<file path="config.mk">
export PLATFORM = sky130hd
export DESIGN_NAME = ram_sp_arbiter
export DESIGN_NICKNAME = d
export VERILOG_FILES = /design/src/rtl/ram_sp_arbiter.sv
export SDC_FILE = /design/constraint.sdc
export NUM_CORES = 1
export LEC_CHECK = 0
export CORE_MARGIN = 2
export CORE_UTILIZATION = 25
export DETAILED_ROUTE_END_ITERATION = 12
export MAX_ROUTING_LAYER = met4
export PLACE_DENSITY = 0.89
export SLEW_MARGIN = 30
export SYNTH_ARGS = -nofsm -noshare
export SYNTH_HDL_FRONTEND = slang
export SYNTH_SLANG_ARGS = --single-unit
</file>
<file path="constraint.sdc">
create_clock -name i_clk -period 2.4 [get_ports i_clk]
set_input_delay 0.48 -clock i_clk [delete_from_list [all_inputs] [get_ports i_clk]]
set_output_delay 0.48 -clock i_clk [all_outputs]
set_load 0.02 [all_outputs]
</file>
<file path="src/rtl/ram_sp_arbiter.sv">
// Two-client arbiter for one single-port synchronous RAM with round-robin ties and lockable ownership.
// Define RAM_SP_ARBITER_FIXED_PRIO_EN to make client 0 win every tie in IDLE.
module ram_sp_arbiter #(
   parameter int ADDR_WIDTH = 8,
   parameter int DATA_WIDTH = 8
) (
   input  logic                  i_clk,
   input  logic                  i_reset,
   input  logic                  i_req0,
   input  logic                  i_req1,
   input  logic                  i_lock0,
   input  logic                  i_lock1,
   input  logic                  i_we0,
   input  logic                  i_we1,
   input  logic [ADDR_WIDTH-1:0] i_addr0,
   input  logic [ADDR_WIDTH-1:0] i_addr1,
   input  logic [DATA_WIDTH-1:0] i_wdata0,
   input  logic [DATA_WIDTH-1:0] i_wdata1,
   output logic                  o_gnt0,
   output logic                  o_gnt1,
   output logic                  o_rvalid0,
   output logic                  o_rvalid1,
   output logic [DATA_WIDTH-1:0] o_rdata,
   output logic                  o_ram_we,
   output logic [ADDR_WIDTH-1:0] o_ram_addr,
   output logic [DATA_WIDTH-1:0] o_ram_wdata,
   input  logic [DATA_WIDTH-1:0] i_ram_rdata
);

   localparam logic [1:0] ST_IDLE = 2'd0;
   localparam logic [1:0] ST_OWN0 = 2'd1;
   localparam logic [1:0] ST_OWN1 = 2'd2;

   logic [1:0] state;
   logic       ptr;
   logic       tie_to0;

`ifdef RAM_SP_ARBITER_FIXED_PRIO_EN
   // The pointer is still tracked but never decides a tie in this build.
   assign tie_to0 = 1'b1 | ptr;
`else
   assign tie_to0 = ptr;
`endif

   always_comb begin
      o_gnt0 = 1'b0;
      o_gnt1 = 1'b0;
      if (!i_reset) begin
         case (state)
            ST_IDLE: begin
               if (i_req0 && i_req1) begin
                  o_gnt0 = tie_to0;
                  o_gnt1 = !tie_to0;
               end else begin
                  o_gnt0 = i_req0;
                  o_gnt1 = i_req1;
               end
            end
            ST_OWN0: o_gnt0 = i_req0;
            ST_OWN1: o_gnt1 = i_req1;
            default: ;
         endcase
      end
   end

   // Client 0's command sits on the bus when nobody is granted; only the write enable matters then.
   assign o_ram_we    = (o_gnt0 && i_we0) || (o_gnt1 && i_we1);
   assign o_ram_addr  = o_gnt1 ? i_addr1  : i_addr0;
   assign o_ram_wdata = o_gnt1 ? i_wdata1 : i_wdata0;
   assign o_rdata     = i_ram_rdata;

   // A cycle without a grant always lands in IDLE, which also releases an owner that dropped its request.
   always_ff @(posedge i_clk or posedge i_reset) begin
      if (i_reset) begin
         state     <= ST_IDLE;
         ptr       <= 1'b1;
         o_rvalid0 <= 1'b0;
         o_rvalid1 <= 1'b0;
      end else begin
         o_rvalid0 <= o_gnt0 && !i_we0;
         o_rvalid1 <= o_gnt1 && !i_we1;
         if (o_gnt0) begin
            ptr   <= 1'b0;
            state <= i_lock0 ? ST_OWN0 : ST_IDLE;
         end else if (o_gnt1) begin
            ptr   <= 1'b1;
            state <= i_lock1 ? ST_OWN1 : ST_IDLE;
         end else begin
            state <= ST_IDLE;
         end
      end
   end

endmodule

</file>
==> summary.txt <==
Cells and area
  – Synth-to-Final Area Change: 119%
  – Layout fillers: 189
  – Fraction of layout cells with a size suffix above 1: 46.8%
  – Nets: 158
  – Design area: 1130 µm²
  – Antenna cell count: 0
  – Commonest non-fill, non-tap cells in the layout: clkdlybuf4s50_1, buf_2, mux2_4, mux2_2, buf_4
  – Commonest non-fill, non-tap cell in the layout: clkdlybuf4s50_1
  – Final Core Density: 57.5%

STA
  – Hold Violations, Final: 0
  – Worst-margin pin slew: 0.217 ns
  – Setup-failing EPs final: 0
  – Worst slew margin: 85.5%
  – Worst hold slack: 0.343 ns
  – FMAX: 436 MHz
  – Setup_tns: 0 ns
  – Tcrit/Tclk final: 95.6%
  – RSZ-0062 raised after global routing: no
  – Minimum clock period: 2.29 ns
  – Max Transition Viols Final: 0
  – Clock skew: 0.0000822 ns

Worst setup path
  – Worst setup SP type: input pin
  – Worst EP required: 1.92 ns
  – Largest fanout on the critical path: 5
  – Crit. End Element: output port
  – Kind of critical path: in -> out
  – Worst R2R Path Depth: 5
  – WP data arrival: 1.81 ns

CTS
  – Worst skew pair latency: 0.24 ns
  – Hold buffers post-CTS: 0
  – CTS clock-pin slew for the worst setup and hold paths: 0.04 ns
  – Clk root buf: clkbuf_4
  – CTS H-tree depth: 1
  – Num Clock Sinks: 5
  – Clk buf depth: 2
  – CTS tree: done
  – Num CTS Buffers: 3

Drt
  – Drt first-iter violations: 1
  – Avg WL per Cell: 13.1 µm
  – Antenna viol nets, final: 0
  – Pre-antenna DRT Iters: 3
  – Routed wire length: 1.79 mm
  – Via count: 574
  – Drt drc: 0
  – Vias/cell: 4.22

Floorplanning
  – Row Count: 16
  – Die Span Y: 49.4 µm
  – IO Pins: 77
  – Core Footprint: 1960 µm²
  – Initial Utilization: 26.3%
  – DIE WIDTH: 49.4 µm
  – DIE AREA: 2440 µm²

Synth
  – Post-synth top area share: 23.3%
  – Synth area leader: mux2_4
  – Syn_nets: 92
  – Register area share after synthesis: 24.5%
  – Top post-synthesis cells by area: mux2_4, dfrtp_1, mux2_2
  – Average cell area after synthesis: 11.7 µm²
  – Synth Register Bits: 5
  – Post-synth cell types: 17
  – Mapped Cells: 44
  – Synth Warn #: 0
  – Synth Cell Area: 515 µm²

Placement
  – PortBufs: 60
  – Detail Placement HPWL: 1.40 mm
  – Placed inst area: 1100 µm²
  – Routability cong.: 0.661

Global route
  – Largest net degree at the start of global routing: 6
  – First-pass GRT wire length: 2.88 mm
  – Initial antenna violation count: 0
  – Remaining Overflow, GRT: 0
  – Gr usage total: 16.2%
  – Vias in the first global route: 637

Power
  – PwrDens: 370 nW/µm²
  – IR drop worst, VDD: 0.000136 V
  – Static Leak: 0.554 nW

Run status
  – Status: finished, final reports clean

Job
  – Max-capacitance violation count: 0

Min path
  – HP Class: in -> async
registers in the layout, summed over array words and instances, names as in the netlist:
name       flops
state          2
o_rvalid1      1
o_rvalid0      1
ptr            1
kinds of logic (layout without fill, tap and decap cells):
logic type / after synthesis / count (layout) / share of synthesized area, %
muxes: 16 / 16 / 40.8
and+or+nand+nor: 11 / 14 / 17.7
buffers and inverters: 11 / 73 / 15.3
DFF: 5 / 5 / 24.5
AOI/OAI and AO/OA: 1 / 1 / 1.70
Yosys cell counts:
| master | n |
|---|---|
| buf_4 | 8 |
| mux2_2 | 8 |
| mux2_4 | 8 |
| dfrtp_1 | 4 |
| nor2_1 | 3 |
| inv_1 | 2 |
| a22o_1 | 1 |
| and2_1 | 1 |
| and3_2 | 1 |
| buf_6 | 1 |
| dfstp_2 | 1 |
| nand2_4 | 1 |
| nand3b_1 | 1 |
| nor2b_1 | 1 |
| nor3b_1 | 1 |
| nor3b_4 | 1 |
| nor4b_2 | 1 |
stage by stage:
stage | cells | setup slack, ns | power (mW)
detailed placement | 125 | -0.419 | 0.326
global route | 136 | 0.0287 | 0.440
finish | 136 | 0.106 | 0.418
floorplan | 44 | 0.362 | 0.217
global placement | 125 | -0.387 | 0.322
CTS | 136 | -0.0304 | 0.428
cell type report:
type | count | area [µm²] | area share, %
repair buffers | 67 | 596 | 52.8
multi-input cells | 31 | 339 | 30.0
clock buffers | 4 | 26.3 | 2.33
well taps | 27 | 33.8 | 2.99
inverters | 2 | 7.51 | 0.665
flip-flops and latches | 5 | 126 | 11.2
worst paths after layout:
path / start / to / slack [ns]
setup / recovery: i_req0 / o_ram_addr[2] / 0.11
setup reg to reg: ptr / o_rvalid0 / 1.16
max in group asynchronous: i_reset / ptr / 1.82
hold / removal: i_reset / state[1] / 0.34
hold reg to reg: ptr / ptr / 0.52
min in group i_clk: ptr / ptr / 0.52
repair_timing:
action,in CTS,in global routing
setup endpoints to repair,19,14
gates cloned,3,0
resized for setup,74,8
pin swaps,4,1
setup buffers,4,0
metal layers:
metal  global-route usage (%)  vias to the layer above  routed length (µm)
met5                        -                        -                   0
met1                     16.5                      252                 656
met4                     8.33                        0                  17
met2                     29.7                       42                 974
met3                     2.45                        2                 138
li1                         -                      278                   -
report_power, final:
| group | total, mW | internal (mW) | switching [mW] |
|---|---|---|---|
| Sequential | 0.0968 | 0.0928 | 0.00396 |
| Clock | 0.0955 | 0.0627 | 0.0328 |
| Combinational | 0.225 | 0.132 | 0.0930 |
critical path, stage by stage:
cell and delay [ns]:
clkdlybuf4s50_1 0.47, nand3b_1 0.07, buf_4 0.18, nand2_4 0.11, mux2_2 0.33, buf_2 0.16
Note: power is estimated with default switching activity, not from simulation.
